<file path="src/rtl/bp_be_mul_arbiter.sv">
// Round-robin arbiter for two requesters sharing one fixed-latency multiplier pipe.
// A shadow pipeline tracks owner and tag so each result can be returned to its requester, and it supports per-requester flush.
module bp_be_mul_arbiter #(
    parameter int latency_p        = 4,
    parameter int tag_width_p      = 5,
    parameter int reg_data_width_p = 64
) (
    input  logic                          clk_i,
    input  logic                          reset_n_i,
    input  logic [1:0]                    req_v_i,
    output logic [1:0]                    req_ready_o,
    input  logic [2*tag_width_p-1:0]      req_tag_i,
    input  logic [1:0]                    req_opw_i,
    input  logic [2*reg_data_width_p-1:0] req_rs1_i,
    input  logic [2*reg_data_width_p-1:0] req_rs2_i,
    input  logic [1:0]                    flush_i,
    output logic                          mul_opw_o,
    output logic [reg_data_width_p-1:0]   mul_rs1_o,
    output logic [reg_data_width_p-1:0]   mul_rs2_o,
    input  logic [reg_data_width_p-1:0]   mul_data_i,
    output logic [1:0]                    resp_v_o,
    output logic [tag_width_p-1:0]        resp_tag_o,
    output logic [reg_data_width_p-1:0]   resp_data_o,
    output logic [5:0]                    inflight_cnt_o,
    output logic                          busy_o
);

    localparam int stages_lp = latency_p - 1;

    typedef struct packed {
        logic                   v;
        logic                   owner;
        logic [tag_width_p-1:0] tag;
    } shadow_s;

    shadow_s    shadow_r [stages_lp];
    shadow_s    shadow_last;
    logic       rr_last_r;
    logic [2:0] cnt_r [2];
    logic [1:0] eligible;
    logic [1:0] grant;
    logic       xfer;
    logic       sel;

    // A flushed requester cannot issue, which keeps killed ops out of the pipe.
    assign eligible = req_v_i & ~flush_i & {2{reset_n_i}};

    // NOTE: every always_comb output gets a default first so no latch is inferred.
    always_comb begin
        grant = eligible;
        if (eligible == 2'b11) begin
            grant = rr_last_r ? 2'b01 : 2'b10;
        end
    end

    assign req_ready_o = grant;
    assign xfer        = |grant;
    assign sel         = grant[1];

    // Operands are zero when nothing issues to save toggling in the multiplier.
    assign mul_opw_o = xfer & (sel ? req_opw_i[1] : req_opw_i[0]);
    assign mul_rs1_o = !xfer ? '0 :
                       sel   ? req_rs1_i[2*reg_data_width_p-1:reg_data_width_p]
                             : req_rs1_i[reg_data_width_p-1:0];
    assign mul_rs2_o = !xfer ? '0 :
                       sel   ? req_rs2_i[2*reg_data_width_p-1:reg_data_width_p]
                             : req_rs2_i[reg_data_width_p-1:0];

    // NOTE: the shadow array is reset because its valid bits gate responses; data-only storage would not need it.
    always_ff @(posedge clk_i or negedge reset_n_i) begin
        if (!reset_n_i) begin
            for (int i = 0; i < stages_lp; i++) begin
                shadow_r[i] <= '0;
            end
            rr_last_r <= 1'b1;
        end else begin
            // NOTE: sequential state uses non-blocking assignments so all stages shift on the same edge.
            shadow_r[0].v     <= xfer;
            shadow_r[0].owner <= sel;
            shadow_r[0].tag   <= !xfer ? '0 :
                                 sel   ? req_tag_i[2*tag_width_p-1:tag_width_p]
                                       : req_tag_i[tag_width_p-1:0];
            for (int i = 1; i < stages_lp; i++) begin
                shadow_r[i].v     <= shadow_r[i-1].v & ~flush_i[shadow_r[i-1].owner];
                shadow_r[i].owner <= shadow_r[i-1].owner;
                shadow_r[i].tag   <= shadow_r[i-1].tag;
            end
            if (xfer) begin
                rr_last_r <= sel;
            end
        end
    end

    assign shadow_last = shadow_r[stages_lp-1];

    // A result leaving in the flush cycle is dropped combinationally.
    assign resp_v_o[0] = shadow_last.v & ~shadow_last.owner & ~flush_i[0];
    assign resp_v_o[1] = shadow_last.v &  shadow_last.owner & ~flush_i[1];
    assign resp_tag_o  = (|resp_v_o) ? shadow_last.tag : '0;
    assign resp_data_o = mul_data_i;

    always_comb begin
        busy_o = 1'b0;
        for (int i = 0; i < stages_lp; i++) begin
            busy_o = busy_o | shadow_r[i].v;
        end
    end

    always_ff @(posedge clk_i or negedge reset_n_i) begin
        if (!reset_n_i) begin
            cnt_r[0] <= '0;
            cnt_r[1] <= '0;
        end else begin
            for (int k = 0; k < 2; k++) begin
                if (flush_i[k]) begin
                    cnt_r[k] <= '0;
                end else if (grant[k] && !resp_v_o[k]) begin
                    cnt_r[k] <= cnt_r[k] + 3'd1;
                end else if (!grant[k] && resp_v_o[k]) begin
                    cnt_r[k] <= cnt_r[k] - 3'd1;
                end
            end
        end
    end

    assign inflight_cnt_o = {cnt_r[1], cnt_r[0]};

endmodule

</file>
<file path="config.mk">
export PLATFORM = sky130hd
export DESIGN_NAME = bp_be_mul_arbiter
export DESIGN_NICKNAME = d
export VERILOG_FILES = /design/src/rtl/bp_be_mul_arbiter.sv
export SDC_FILE = /design/constraint.sdc
export NUM_CORES = 1
export LEC_CHECK = 0
export CAP_MARGIN = 10
export CELL_PAD_IN_SITES_DETAIL_PLACEMENT = 0
export CELL_PAD_IN_SITES_GLOBAL_PLACEMENT = 1
export CORE_AREA = 2 2 212 214
export CTS_CLUSTER_DIAMETER = 80
export CTS_CLUSTER_SIZE = 40
export DETAILED_ROUTE_END_ITERATION = 16
export DIE_AREA = 0 0 214 216
export MAX_ROUTING_LAYER = met4
export PLACE_DENSITY_LB_ADDON = 0.3
export SYNTH_ARGS = -nofsm -noshare
export SYNTH_HDL_FRONTEND = slang
export SYNTH_SLANG_ARGS = --single-unit
</file>
<file path="constraint.sdc">
create_clock -name clk_i -period 3.4 [get_ports clk_i]
set_clock_uncertainty 0.2 [all_clocks]
set_input_delay 0.34 -clock clk_i [delete_from_list [all_inputs] [get_ports clk_i]]
set_output_delay 0.34 -clock clk_i [all_outputs]
set_load 0.005 [all_outputs]
</file>
==> Implementation_results.wiki <==
{| class="wikitable"
! Metric !! Value
|-
| Status || completed
|-
| Total routing usage reported by global routing || 0.0889
|-
| Mean instance size in the synthesized netlist || between 5 and 6 um2
|-
| Count of nets after finishing || around 1300
|-
| Achievable clock frequency || around 320 MHz
|-
| Clock period minus final worst setup slack || about 3100 ps
|-
| Crit start category || primary input
|-
| Number of H-tree levels || 1
|-
| Most used flip-flop cell after synthesis || sky130_fd_sc_hd__dfrtp_1
|-
| Final antenna diode count || 0
|-
| Worst setup slack after layout || between 200 and 300 ps
|-
| Resized cells post-CTS || 0
|-
| Clock tree buffer depth || 2
|-
| Hold_ws || between 100 and 150 ps
|-
| Number of library cell types mapped by synthesis || 32
|-
| Minimum setup slack after placement || 276 ps
|-
| Number of top-level pins || between 500 and 600
|-
| CTS sink cnt || 28
|-
| Total core area || between 0.04 and 0.05 mm2
|-
| Summed negative setup slack over all endpoints || 0 ps
|-
| Die X-Extent || ~210 um
|-
| Hold-fix buffers, CTS || 0
|-
| Number of buffers added for setup after CTS || 0
|-
| Number of buffers inserted during clock tree synthesis || 3
|-
| Via density per instance || 3.38
|-
| Count of flip-flops with a built-in enable after synthesis || 0
|-
| Length of the first detailed-routing pass in iterations || 4
|-
| Leak || ~3.2 nW
|-
| Pwr dens || between 150 and 200 mW/mm2
|-
| Worst Path Required || between 2000 and 3000 ps
|-
| Critical path capture point type || output pin
|-
| Crit share post-route || 0.919
|-
| Synthesized netlist cell count || 602
|-
| Wire length of the first global-routing pass || roughly 32000 um
|-
| Number of synthesized register bits || 28
|-
| Max-slew headroom || 0.662
|-
| Max Transition Viols Final || 0
|-
| Max Cap Viol || 0
|-
| Initial standard-cell utilization of the core || 0.0802
|-
| Number of global-route vias before repair || ~5400
|-
| Gpl congestion || 0.912
|-
| Largest net degree at the start of global routing || 79
|-
| Site row count || between 70 and 80
|-
| Syn-to-layout area delta || 133%
|-
| Count of input and output buffers || 418
|-
| Die Ht || approximately 220 um
|-
| Half-perimeter wire length after placement || 17700 um
|-
| Die Outline Area || approximately 0.046 mm2
|-
| Clock root buffer || sky130_fd_sc_hd__clkbuf_16
|-
| Later-pin clock latency in the skew report || ~260 ps
|-
| Post-synth net total || 942
|-
| Final Hold Violating Endpoints || 0
|-
| Ratio of cells with drive above 1 in the final layout || 0.0446
|-
| RSZ-0062 raised after global routing || false
|-
| Path type of the worst setup path || in -> out
|-
| CTS clk-pin slew, worst paths || around 70 ps
|-
| Antenna violations before repair || 1
|-
| Routed Antenna Nets || 0
|-
| Worst IR drop on VDD || about 0.00023 V
|-
| CTS tree || built
|-
| Number of endpoints failing setup at the final stage || 0
|-
| Actual slew at the worst max-slew pin || approximately 490 ps
|-
| Maximum fanout count along the critical path || between 40 and 50
|-
| Grt total ovfl || 0
|-
| FFs w/ async S/R, synth || 1.00
|-
| Warnings from Yosys || 0
|-
| Post-Route WL || around 22000 um
|-
| Sequential cell area fraction in the yosys report || 0.200
|-
| Wirelength per Cell || about 14 um
|-
| Count of vias placed by the detailed router || 5189
|-
| Path type of the worst min-delay path || reg -> reg
|-
| DRC violations left || 0
|-
| Number of filler cells placed in the layout || slightly below 5000
|-
| Arrival time of the worst setup path || around 2600 ps
|-
| Iteration-0 DRC count of the detailed router || between 150 and 200
|-
| Post-Synthesis Cell Area || 0.00352 mm2
|}
## per-stage QoR
step	std cells	cell area, um2	util	total power, mW
2_1_floorplan	602	3520	-	0.642
3_3_place_gp	1530	8080	0.184	1.16
3_5_place_dp	1530	8080	0.184	1.15
4_1_cts	1534	8180	0.187	1.51
5_1_grt	1534	8180	0.187	1.58
6_report	1534	8180	0.187	1.49
## metal layers
layer,GRT usage,share of wire,vias up
met5,-,0,-
met4,0.0294,0.035,0
met3,0.0175,0.075,46
met2,0.156,0.49,308
met1,0.101,0.40,2294
li1,-,-,2541
## cell families (layout without fill, tap and decap cells)
group	Yosys count	after routing	synth area share
adder cells (fa/ha/maj)	2	2	0.0114
AND/OR/NAND/NOR	298	298	0.338
flip-flops	28	28	0.200
AO/OA/AOI/OAI	142	142	0.206
multiplexers	9	9	0.0299
XOR/XNOR	2	2	0.00498
buffers and inverters	121	461	0.210
## worst paths after layout
kind                                             from  cells past startpoint                       endpoint  slack, ps
worst max-delay path                       req_v_i[0]                      8                  mul_rs1_o[46]        280
min in group asynchronous                   reset_n_i                      2  inflight_cnt_o[2]$_DFFE_PN0P_        350
worst max register to register  rr_last_r$_DFFE_PN1P_                      7  inflight_cnt_o[5]$_DFFE_PN0P_       1010
worst min register to register  shadow_r[8]$_DFF_PN0_                      0       shadow_last[1]$_DFF_PN0_        150
max in group asynchronous                   reset_n_i                      2          rr_last_r$_DFFE_PN1P_       2340
worst min-delay path            shadow_r[8]$_DFF_PN0_                      0       shadow_last[1]$_DFF_PN0_        150
## layout make-up
class                           count  area, um2  area share
Timing Repair Buffer              447       4500       0.550
Multi-Input combinational cell    453       2090       0.256
Tap cell                          592        741      0.0905
Sequential cell                    28        702      0.0858
Clock buffer                        3       75.1     0.00917
Inverter                           10       40.0     0.00489
Clock inverter                      1       30.0     0.00367
## registers in the layout (all words and copies together), names as in the netlist
register	count
inflight_cnt_o	6
rr_last_r	1
shadow_last	7
shadow_r	14
## cell usage after synthesis (all sizes together), types with 3 or more instances
cell    number  share of area
and2         3         0.0060
dfrtp       27           0.19
buf        101           0.19
a21oi      135           0.19
o21ai        3         0.0043
nand2b       4         0.0071
nor2         5         0.0053
clkbuf      10          0.011
inv         10          0.011
and3         5         0.0089
mux2i        6          0.017
nand2      270           0.29
## cell usage in the layout (no fill, tap or decap), types with 2 or more instances in the layout
cell type / Yosys / final
sky130_fd_sc_hd__mux2_2: 2 / 2
sky130_fd_sc_hd__clkbuf_16: 0 / 3
sky130_fd_sc_hd__or3_1: 2 / 2
sky130_fd_sc_hd__buf_4: 64 / 21
sky130_fd_sc_hd__and3_1: 5 / 5
sky130_fd_sc_hd__dfrtp_1: 27 / 27
sky130_fd_sc_hd__nor2b_1: 2 / 2
sky130_fd_sc_hd__inv_1: 10 / 9
sky130_fd_sc_hd__and3b_1: 2 / 2
sky130_fd_sc_hd__nand2_1: 270 / 270
sky130_fd_sc_hd__a21oi_1: 135 / 135
sky130_fd_sc_hd__xnor2_1: 2 / 2
sky130_fd_sc_hd__buf_12: 0 / 8
sky130_fd_sc_hd__clkdlybuf4s50_1: 0 / 418
sky130_fd_sc_hd__fa_1: 2 / 2
sky130_fd_sc_hd__nand2b_1: 4 / 4
sky130_fd_sc_hd__nand3_1: 2 / 2
sky130_fd_sc_hd__nor2_1: 5 / 5
sky130_fd_sc_hd__mux2i_1: 6 / 6
sky130_fd_sc_hd__and2_1: 2 / 2
## worst max-delay path: stages
cell	delay, ps
sky130_fd_sc_hd__clkdlybuf4s50_1	480
sky130_fd_sc_hd__nor2b_1	210
sky130_fd_sc_hd__a21o_4	180
sky130_fd_sc_hd__buf_12	250
sky130_fd_sc_hd__buf_4	320
sky130_fd_sc_hd__nand2_1	90
sky130_fd_sc_hd__a21oi_1	160
sky130_fd_sc_hd__clkdlybuf4s50_1	530
## power by group
part           total, mW  switching [mW]  internal [mW]  leakage, nW
registers          0.366          0.0133          0.353        0.376
logic              0.773           0.271          0.502         2.75
clock network      0.349           0.115          0.234       0.0511
total               1.49           0.399           1.09         3.18
(Power assumes the default switching activity.)
